### src/rtl/fwd_hazard_unit.sv
// Operand forwarding plus hazard control (load-use, single-entry long-latency scoreboard, watchdog).
// Optional stall counter output is enabled by defining HAZARD_STALL_CNT_EN.
module fwd_hazard_unit #(
    parameter int REG_AW         = 5,
    parameter int NUM_SRC        = 2,
    parameter int NUM_FWD_STAGES = 2,
    parameter int SEL_W          = 2,
    parameter int MC_TIMEOUT     = 64
) (
    input  logic                        clk,
    input  logic                        rst,
    input  logic [NUM_SRC*REG_AW-1:0]   ex_rs,
    input  logic [NUM_FWD_STAGES-1:0]   st_regwrite,
    input  logic [NUM_FWD_STAGES*REG_AW-1:0] st_rd,
    input  logic                        id_valid,
    input  logic [NUM_SRC*REG_AW-1:0]   id_rs,
    input  logic [NUM_SRC-1:0]          id_rs_used,
    input  logic                        id_mc_issue,
    input  logic [REG_AW-1:0]           id_rd,
    input  logic                        ex_memread,
    input  logic [REG_AW-1:0]           ex_rd,
    input  logic                        mc_done,
    output logic [NUM_SRC*SEL_W-1:0]    fwd_sel,
    output logic                        stall,
    output logic                        bubble,
    output logic                        mc_busy,
    output logic                        mc_timeout
`ifdef HAZARD_STALL_CNT_EN
    ,
    output logic [31:0]                 stall_cnt
`endif
);

    localparam int CNT_W = (MC_TIMEOUT > 1) ? $clog2(MC_TIMEOUT) : 1;
    localparam logic [CNT_W-1:0] CNT_LAST = CNT_W'(MC_TIMEOUT - 1);

    typedef enum logic {IDLE, BUSY} state_t;

    state_t             state_reg, state_next;
    logic [REG_AW-1:0]  mc_rd_reg, mc_rd_next;
    logic [CNT_W-1:0]   mc_cnt_reg, mc_cnt_next;
    logic               timeout_reg, timeout_next;

    logic [NUM_SRC-1:0] lu_hit;
    logic [NUM_SRC-1:0] busy_hit;
    logic               load_use;
    logic               busy_stall;
    logic               hazard;

    genvar gi;
    generate
        for (gi = 0; gi < NUM_SRC; gi++) begin : g_src
            logic [SEL_W-1:0] sel;

            // Walk oldest to youngest so the youngest matching stage wins.
            always_comb begin
                sel = '0;
                for (int k = NUM_FWD_STAGES - 1; k >= 0; k--) begin
                    if (st_regwrite[k] && (st_rd[k*REG_AW +: REG_AW] != '0) &&
                        (st_rd[k*REG_AW +: REG_AW] == ex_rs[gi*REG_AW +: REG_AW]))
                        sel = SEL_W'(k + 1);
                end
            end

            assign fwd_sel[gi*SEL_W +: SEL_W] = rst ? '0 : sel;
            assign lu_hit[gi]   = id_rs_used[gi] && (id_rs[gi*REG_AW +: REG_AW] == ex_rd);
            assign busy_hit[gi] = id_rs_used[gi] && (id_rs[gi*REG_AW +: REG_AW] == mc_rd_reg);
        end
    endgenerate

    assign load_use   = id_valid && ex_memread && (ex_rd != '0) && (|lu_hit);
    assign busy_stall = (state_reg == BUSY) && id_valid &&
                        (((mc_rd_reg != '0) && (|busy_hit)) || id_mc_issue);
    assign hazard     = load_use || busy_stall;

    assign stall      = !rst && hazard;
    assign bubble     = !rst && hazard;
    assign mc_busy    = (state_reg == BUSY);
    assign mc_timeout = timeout_reg;

    always_ff @(posedge clk or posedge rst) begin
        if (rst) begin
            state_reg   <= IDLE;
            mc_rd_reg   <= '0;
            mc_cnt_reg  <= '0;
            timeout_reg <= 1'b0;
        end else begin
            state_reg   <= state_next;
            mc_rd_reg   <= mc_rd_next;
            mc_cnt_reg  <= mc_cnt_next;
            timeout_reg <= timeout_next;
        end
    end

    always_comb begin
        state_next   = state_reg;
        mc_rd_next   = mc_rd_reg;
        mc_cnt_next  = mc_cnt_reg;
        timeout_next = timeout_reg;
        case (state_reg)
            IDLE: begin
                if (id_valid && id_mc_issue && !hazard) begin
                    state_next  = BUSY;
                    mc_rd_next  = id_rd;
                    mc_cnt_next = '0;
                end
            end
            BUSY: begin
                // Completion takes precedence over a coincident timeout.
                if (mc_done) begin
                    state_next = IDLE;
                end else if (mc_cnt_reg == CNT_LAST) begin
                    state_next   = IDLE;
                    timeout_next = 1'b1;
                end else begin
                    mc_cnt_next = mc_cnt_reg + 1'b1;
                end
            end
            default: state_next = IDLE;
        endcase
    end

`ifdef HAZARD_STALL_CNT_EN
    always_ff @(posedge clk or posedge rst) begin
        if (rst)
            stall_cnt <= '0;
        else if (stall && (stall_cnt != 32'hFFFF_FFFF))
            stall_cnt <= stall_cnt + 32'd1;
    end
`endif

endmodule

### config.mk
export PLATFORM = sky130hd
export DESIGN_NAME = fwd_hazard_unit
export DESIGN_NICKNAME = d
export VERILOG_FILES = /design/src/rtl/fwd_hazard_unit.sv
export SDC_FILE = /design/constraint.sdc
export NUM_CORES = 1
export LEC_CHECK = 0
export CAP_MARGIN = 30
export CORE_MARGIN = 8
export CORE_UTILIZATION = 43
export CTS_CLUSTER_SIZE = 12
export DETAILED_ROUTE_END_ITERATION = 7
export PLACE_DENSITY_LB_ADDON = 0.2
export SLEW_MARGIN = 25
export SYNTH_ARGS = -nofsm -noshare
export SYNTH_HDL_FRONTEND = slang
export SYNTH_SLANG_ARGS = --single-unit
### constraint.sdc
create_clock -name clk -period 3.5 [get_ports clk]
set_input_delay 0.525 -clock clk [delete_from_list [all_inputs] [get_ports clk]]
set_output_delay 0.525 -clock clk [all_outputs]
set_load 0.005 [all_outputs]
==> key figures, run 1 <==
Worst setup path
  • Req. time, crit path: 2.97 ns
  • R2r worst-path depth: 5
  • Startpoint Class: input port
  • Worst Setup End Kind: primary output
  • Worst R2R Setup Slack: 1.77 ns
  • Worst reg2reg endpoint: mc_cnt_reg[3]
  • Worst Setup SP: st_rd[1]
  • Critical path endpoint: fwd_sel[1]
  • Arrival @ worst endpoint: 2.74 ns
  • Reg-to-reg startpoint: mc_cnt_reg[0]
  • Worst Path Class, Setup: input port to primary output
  • CP Max Fanout: 4

Route
  • Post-DR wirelength/cell: 16.6 microns
  • # DRC: 0
  • Drt pass-1 iters: 4
  • Final antenna-violating net count: 0
  • Final wirelength: 3.65 mm
  • Initial DRC count: 98
  • Via Count: 1,193
  • Number of vias per cell: 5.42

Synthesis
  • Mapped Nets: 178
  • Post-synth top flop: dfrtp_1
  • Syn. warnings: 0
  • Synth Register Bits: 13
  • Post-synth EDFFs: 0
  • Post-synthesis cell type count: 28
  • Async S/R FF share, synth: 100%
  • Seq/Total Area, Yosys: 27.8%
  • Synth Cell Area: 1170 sq um
  • Cells after Synth: 127
  • Synthesized area per cell: 9.22 sq um

CTS
  • Clock Latency Late Sink: 0.28 ns
  • H-tree levels: 1
  • Root Buffer: clkbuf_4
  • Clock sink count: 13
  • CTS Buffer Depth: 2
  • CTS buffer count: 3
  • Clock slew at reported path FFs: 0.08 ns
  • # Post-CTS Setup Buffers: 0
  • Post-CTS resize count: 0
  • CTS tree: yes
  • Hold buffers post-CTS: 0

Timing
  • Fin. Hold Viols: 0
  • Layout Skew: 0.0105 ns
  • Fin. max-slew vios: 0
  • Sum of negative setup slack: 0 ns
  • Tcrit/Tclk final: 93.3%
  • Slew headroom: 75.3%
  • Unrepaired setup endpoints after global routing: no
  • Setup Viol. Count Final: 0
  • Slew at the pin with the worst max-slew slack: 0.366 ns
  • Max Freq: 0.306 GHz
  • Tmin final: 3.27 ns
  • Final WS setup: 0.234 ns

Layout
  • Nets: 241
  • Syn-to-layout area delta: 54.9%
  • Share of cells above drive strength 1: 6.88%
  • Diode count: 0
  • Final instance area: 1810 sq um
  • Max reg flops: 6
  • Core Util, Final: 68.1%

Placed design
  • Detailed Place HPWL: 3.10 mm
  • Instance area at placement: 1790 sq um
  • Routability cong.: 0.917
  • Placement Setup Slack: 0.244 ns
  • Input/output buffers: 57

Global routing
  • First-pass GRT wire length: 5.92 mm
  • Grt total ovfl: 0
  • Initial antenna violation count: 0
  • Total Routing Usage GR: 16.6%
  • Largest net degree at the start of global routing: 14
  • Vias in the first global route: 1,377

Power
  • VDD IR-drop max: 0.312 mV
  • PD cells: 324 nW/um^2
  • LEAKAGE: 0.661 nW

Floorplanning
  • IO Pins: 58
  • Num rows: 19
  • Die X-Extent: 68.2 microns
  • Starting Density: 44.0%
  • Full die area: 4650 sq um
  • Die Y: 68.2 microns
  • Core ar.: 2660 sq um

Hold path
  • Type of the worst min-delay path: flop to flop

Status
  • Status: finished, final reports clean

Flow run
  • MaxCap Viol Count: 0
==> per-stage QoR <==
stage | hold slack, ns | instances | power (mW)
after global placement | 0.459 | 216 | 0.480
after floorplan | 0.410 | 127 | 0.380
after global routing | 0.501 | 220 | 0.630
after CTS | 0.483 | 220 | 0.591
final | 0.479 | 220 | 0.588
after detailed placement | 0.464 | 216 | 0.497
==> power breakdown <==
group | internal, mW | switching [mW] | total (mW)
sequential | 0.193 | 0.0553 | 0.248
clock | 0.0443 | 0.0485 | 0.0927
combinational | 0.146 | 0.101 | 0.247
==> worst max-delay path, stage by stage <==
cell,delay [ns]
clkdlybuf4s50_1,0.46
or4_1,0.55
o21ai_1,0.24
nor3_1,0.10
nor4_1,0.30
clkdlybuf4s50_1,0.56
==> routing by layer <==
layer / wire length, microns / up-vias / GRT usage [%]
li1: - / 582 / -
met1: 1490 / 552 / 17.0
met2: 1760 / 52 / 29.4
met3: 358 / 7 / 6.55
met4: 53 / 0 / 6.65
met5: 0 / - / 0
==> cells in the mapped netlist (2+ instances only) <==
cell type / n / area share [%]
a21oi_1: 3 / 1.3
and2_1: 2 / 1.1
dfrtp_1: 13 / 28
inv_1: 5 / 1.6
mux2_2: 5 / 4.8
mux2i_1: 4 / 3.4
nand2_1: 8 / 2.6
nand2b_1: 2 / 1.1
nand3_1: 5 / 2.1
nand4_1: 5 / 2.7
nor2_1: 4 / 1.3
nor3_1: 6 / 2.6
nor4_1: 4 / 2.1
o22ai_1: 5 / 2.7
or4_1: 5 / 3.2
xnor2_1: 30 / 22
xor2_1: 10 / 7.5
==> layout make-up <==
type / count / area (sq um)
fillers: 215 / 848
multi-input cells: 108 / 820
repair buffers: 59 / 586
flip-flops and latches: 13 / 325
well taps: 31 / 38.8
clock buffers: 4 / 26.3
inverters: 5 / 18.8
==> kinds of logic after synthesis <==
| group | synth area share, % |
|---|---|
| AO/OA/AOI/OAI | 11.5 |
| XOR/XNOR | 29.9 |
| adder cells (fa/ha/maj) | 1.07 |
| buffers and inverters | 2.24 |
| flip-flops | 27.8 |
| multiplexers | 8.23 |
| AND/OR/NAND/NOR | 19.2 |
==> how the worst min path moves through the flow <==
stage | startpoint | endpoint | slack [ns] | cells after the start
floorplan | rst | mc_busy | 0.41 | 1
global placement | mc_timeout | mc_timeout | 0.46 | 1
detailed placement | mc_timeout | mc_timeout | 0.46 | 1
CTS | mc_timeout | mc_timeout | 0.48 | 1
global route | mc_timeout | mc_timeout | 0.50 | 1
finish | mc_timeout | mc_timeout | 0.48 | 1
==> cells in the final DEF (no fill, tap or decap) <==
| cell type | instances |
|---|---|
| a21oi_1 | 3 |
| a21oi_4 | 1 |
| a31oi_2 | 1 |
| a41o_1 | 1 |
| and2_1 | 2 |
| buf_4 | 2 |
| clkbuf_1 | 1 |
| clkbuf_4 | 3 |
| clkdlybuf4s50_1 | 57 |
| dfrtp_1 | 13 |
| ha_1 | 1 |
| inv_1 | 5 |
| mux2_2 | 5 |
| mux2i_1 | 4 |
| nand2_1 | 8 |
| nand2b_1 | 2 |
| nand3_1 | 5 |
| nand4_1 | 5 |
| nor2_1 | 4 |
| nor3_1 | 6 |
| nor4_1 | 4 |
| o211ai_1 | 1 |
| o21ai_1 | 1 |
| o21bai_1 | 1 |
| o22ai_1 | 5 |
| o311a_4 | 1 |
| o311ai_0 | 1 |
| or3_1 | 1 |
| or4_1 | 5 |
| xnor2_1 | 30 |
| xor2_1 | 10 |
Power figures use the tool's default switching activity.
==> run 2: changes to the inputs <==
--- a/config.mk
+++ b/config.mk
@@ -5,10 +5,11 @@
 export SDC_FILE = /design/constraint.sdc
 export NUM_CORES = 1
 export LEC_CHECK = 0
+export ABC_AREA = 1
 export CAP_MARGIN = 30
 export CORE_MARGIN = 8
-export CORE_UTILIZATION = 43
-export CTS_CLUSTER_SIZE = 12
+export CORE_UTILIZATION = 45
+export CTS_CLUSTER_SIZE = 25
 export DETAILED_ROUTE_END_ITERATION = 7
 export PLACE_DENSITY_LB_ADDON = 0.2
 export SLEW_MARGIN = 25
==> key figures, run 2 <==
Route
  • Drt pass-1 iters: 4 (unchanged)
  • Final wirelength: 3.78 mm (was 3.65 mm)
  • Post-DR wirelength/cell: 12.2 microns (was 16.6 microns)
  • # DRC: 0 (unchanged)
  • Final antenna-violating net count: 0 (unchanged)
  • Initial DRC count: 71 (was 98)
  • Via Count: 1,538 (was 1,193)
  • Number of vias per cell: 4.98 (was 5.42)

Power
  • PD cells: 240 nW/um^2 (was 324 nW/um^2)
  • VDD IR-drop max: 0.375 mV (was 0.312 mV)
  • P_int: 311 uW (was 384 uW)
  • Switching part of the total: 33.6% (was 34.8%)
  • LEAKAGE: 0.976 nW (was 0.661 nW)
  • Clock Power Share: 19.4% (was 15.8%)
  • Gate power share: 40.9% (was 42.1%)
  • Switching power: 158 uW (was 205 uW)
  • Seq pwr share: 39.8% (was 42.2%)

Layout
  • Commonest non-fill, non-tap cells in the layout: 67 x nand2_1, 57 x clkdlybuf4s50_1, 32 x inv_1 (was 57 x clkdlybuf4s50_1, 30 x xnor2_1, 13 x dfrtp_1)
  • Max reg flops: 6 (unchanged)
  • Share of cells above drive strength 1: 4.68% (was 6.88%)
  • Core Util, Final: 70.1% (was 68.1%)
  • Diode count: 0 (unchanged)
  • Filler cells: 247 (was 215)
  • Nets: 330 (was 241)
  • Commonest non-fill, non-tap cell in the layout: nand2_1 (was clkdlybuf4s50_1)
  • Syn-to-layout area delta: 46.7% (was 54.9%)

Timing
  • Final hold slack: 0.477 ns (was 0.479 ns)
  • Slew headroom: 72.0% (was 75.3%)
  • Sum of negative setup slack: 0 ns (unchanged)
  • Tmin final: 2.96 ns (was 3.27 ns)
  • Slew at the pin with the worst max-slew slack: 0.416 ns (was 0.366 ns)
  • Layout Skew: 0.00257 ns (was 0.0105 ns)
  • Tcrit/Tclk final: 84.6% (was 93.3%)
  • Fin. Hold Viols: 0 (unchanged)
  • Setup Viol. Count Final: 0 (unchanged)
  • Max Freq: 0.338 GHz (was 0.306 GHz)
  • Unrepaired setup endpoints after global routing: no (unchanged)
  • Fin. max-slew vios: 0 (unchanged)

Synthesis
  • Post-synth top flop: dfrtp_1 (unchanged)
  • Post-synth EDFFs: 0 (unchanged)
  • Syn. warnings: 0 (unchanged)
  • Yosys top cell by area: dfrtp_1 (unchanged)
  • Most frequent cells after synthesis: 67 x nand2_1, 32 x inv_1, 26 x nor2_1 (was 30 x xnor2_1, 13 x dfrtp_1, 10 x xor2_1)
  • Synth Cell Area: 1330 sq um (was 1170 sq um)
  • Cells after Synth: 218 (was 127)
  • Seq/Total Area, Yosys: 24.5% (was 27.8%)
  • Most common cell in the synthesized netlist: nand2_1 (was xnor2_1)
  • Mapped Nets: 269 (was 178)
  • Synth Register Bits: 13 (unchanged)
  • Synthesized area per cell: 6.10 sq um (was 9.22 sq um)
  • Synth top area share: 24.5% (was 27.8%)
  • Async S/R FF share, synth: 100% (unchanged)
  • Top cells by area, synth: dfrtp_1 24%, nand2_1 19%, inv_1 9.0% (was dfrtp_1 28%, xnor2_1 22%, xor2_1 7.5%)
  • Post-synthesis cell type count: 28 (unchanged)

Worst setup path
  • Cell Chain, Critical Path: clkdlybuf4s50_1, xor2_1, or2_0, nor4_1, inv_1, nor2_1, clkdlybuf4s50_1 (was clkdlybuf4s50_1, or4_1, o21ai_1, nor3_1, nor4_1, clkdlybuf4s50_1)
  • CP most frequent cell: clkdlybuf4s50_1 (unchanged)
  • Worst Path Class, Setup: input port to primary output (unchanged)
  • CP Max Fanout: 3 (was 4)
  • Arrival @ worst endpoint: 2.44 ns (was 2.74 ns)
  • Crit path largest cell delay: 0.51 ns (was 0.56 ns)
  • Startpoint Class: input port (unchanged)
  • Worst Setup End Kind: primary output (unchanged)
  • CP max-delay cell: clkdlybuf4s50_1 (unchanged)
  • Req. time, crit path: 2.97 ns (about the same)
  • Buffers & Inverters on Critical Path: 3 (was 2)
  • Crit path max-delay family: buffers and inverters (unchanged)

Global routing
  • Grt total ovfl: 0 (unchanged)
  • Largest net degree at the start of global routing: 18 (was 14)
  • Total Routing Usage GR: 15.0% (was 16.6%)
  • Vias in the first global route: 1,497 (was 1,377)
  • First-pass GRT wire length: 6.33 mm (was 5.92 mm)
  • Initial antenna violation count: 0 (unchanged)

CTS
  • Clock slew at reported path FFs: 0.07 ns (was 0.08 ns)
  • Hold buffers post-CTS: 0 (unchanged)
  • Clock sink count: 13 (unchanged)
  • Post-CTS resize count: 0 (unchanged)
  • CTS buffer count: 3 (unchanged)
  • H-tree levels: 1 (unchanged)
  • CTS tree: yes (unchanged)
  • CTS Buffer Depth: 2 (unchanged)
  • Clock Latency Late Sink: 0.27 ns (was 0.28 ns)
  • # Post-CTS Setup Buffers: 0 (unchanged)
  • Root Buffer: clkbuf_4 (unchanged)

Placed design
  • Routability cong.: 0.870 (was 0.917)
  • Detailed Place HPWL: 3.21 mm (was 3.10 mm)
  • Input/output buffers: 57 (unchanged)

Floorplanning
  • Die X-Extent: 70.3 microns (was 68.2 microns)
  • Core ar.: 2780 sq um (was 2660 sq um)
  • Full die area: 4950 sq um (was 4650 sq um)
  • Starting Density: 47.8% (was 44.0%)
  • IO Pins: 58 (unchanged)
  • Num rows: 19 (unchanged)
  • Die Y: 70.3 microns (was 68.2 microns)

Flow run
  • MaxCap Viol Count: 0 (unchanged)

Status
  • Status: finished, final reports clean (unchanged)

Hold path
  • Type of the worst min-delay path: flop to flop (unchanged)
-- run 2: metrics by stage --
step	setup WS (ns)	cell area (sq um)	power, mW	instances
after CTS	0.520	1950	0.475	309
after floorplan	1.62	1330	0.285	218
after global placement	0.485	1920	0.378	305
final	0.539	1950	0.469	309
after global routing	0.334	1950	0.512	309
after detailed placement	0.517	1920	0.380	305
-- run 2: cells by family (layout without fill, tap and decap cells) --
family / after synthesis / in the layout / synth area share, %
fa+ha+maj: 1 / 1 / 0.941
buf+inv: 38 / 98 / 11.9
flops: 13 / 13 / 24.5
simple gates: 122 / 122 / 39.1
compound gates: 25 / 25 / 11.1
xor+xnor: 19 / 19 / 12.5
-- run 2: final cells by class --
| type | instances | area, sq um | area share, % |
|---|---|---|---|
| multi-input cells | 167 | 846 | 43.4 |
| well taps | 31 | 38.8 | 1.99 |
| repair buffers | 58 | 578 | 29.7 |
| inverters | 36 | 135 | 6.93 |
| flip-flops and latches | 13 | 325 | 16.7 |
| clock buffers | 4 | 26.3 | 1.35 |
-- run 2: routing by layer --
layer  up-vias  part of all wire (%)  global-route usage, %
met3         4                   7.7                   6.50
met5         -                     0                      0
met4         0                  0.53                   4.46
met2        47                    48                   24.6
met1       675                    44                   17.1
li1        812                     -                      -
-- run 2: power groups by stage --
stage,registers [mW],clock network [mW],logic [mW]
after floorplan,0.184,0,0.102
after CTS,0.186,0.0963,0.192
final,0.187,0.0907,0.191
after global routing,0.190,0.106,0.216
after detailed placement,0.189,0,0.191
after global placement,0.189,0,0.189
-- run 2: worst reg2reg max path: stages (launching register included) --
cell     delay (ns)
dfrtp_1        0.45
inv_2          0.06
nand2_1        0.05
nand2_1        0.06
nor2_1         0.09
nand3_1        0.08
nand2_1        0.07
nand2_1        0.06
nand2_1        0.07
nand2_2        0.07
nand3_4        0.16
nand2_2        0.14
nand2_1        0.09
nand2_1        0.05
-- run 2: final timing paths --
kind	start	endpoint	slack, ns	depth (start not counted)
min reg2reg	mc_timeout	mc_timeout	0.48	2
min	mc_timeout	mc_timeout	0.48	2
min in group asynchronous	rst	mc_cnt_reg[1]	0.73	3
max reg2reg	mc_rd_reg[2]	mc_cnt_reg[3]	1.89	13
max	st_rd[3]	fwd_sel[2]	0.54	7
max in group asynchronous	rst	mc_rd_reg[1]	2.61	3
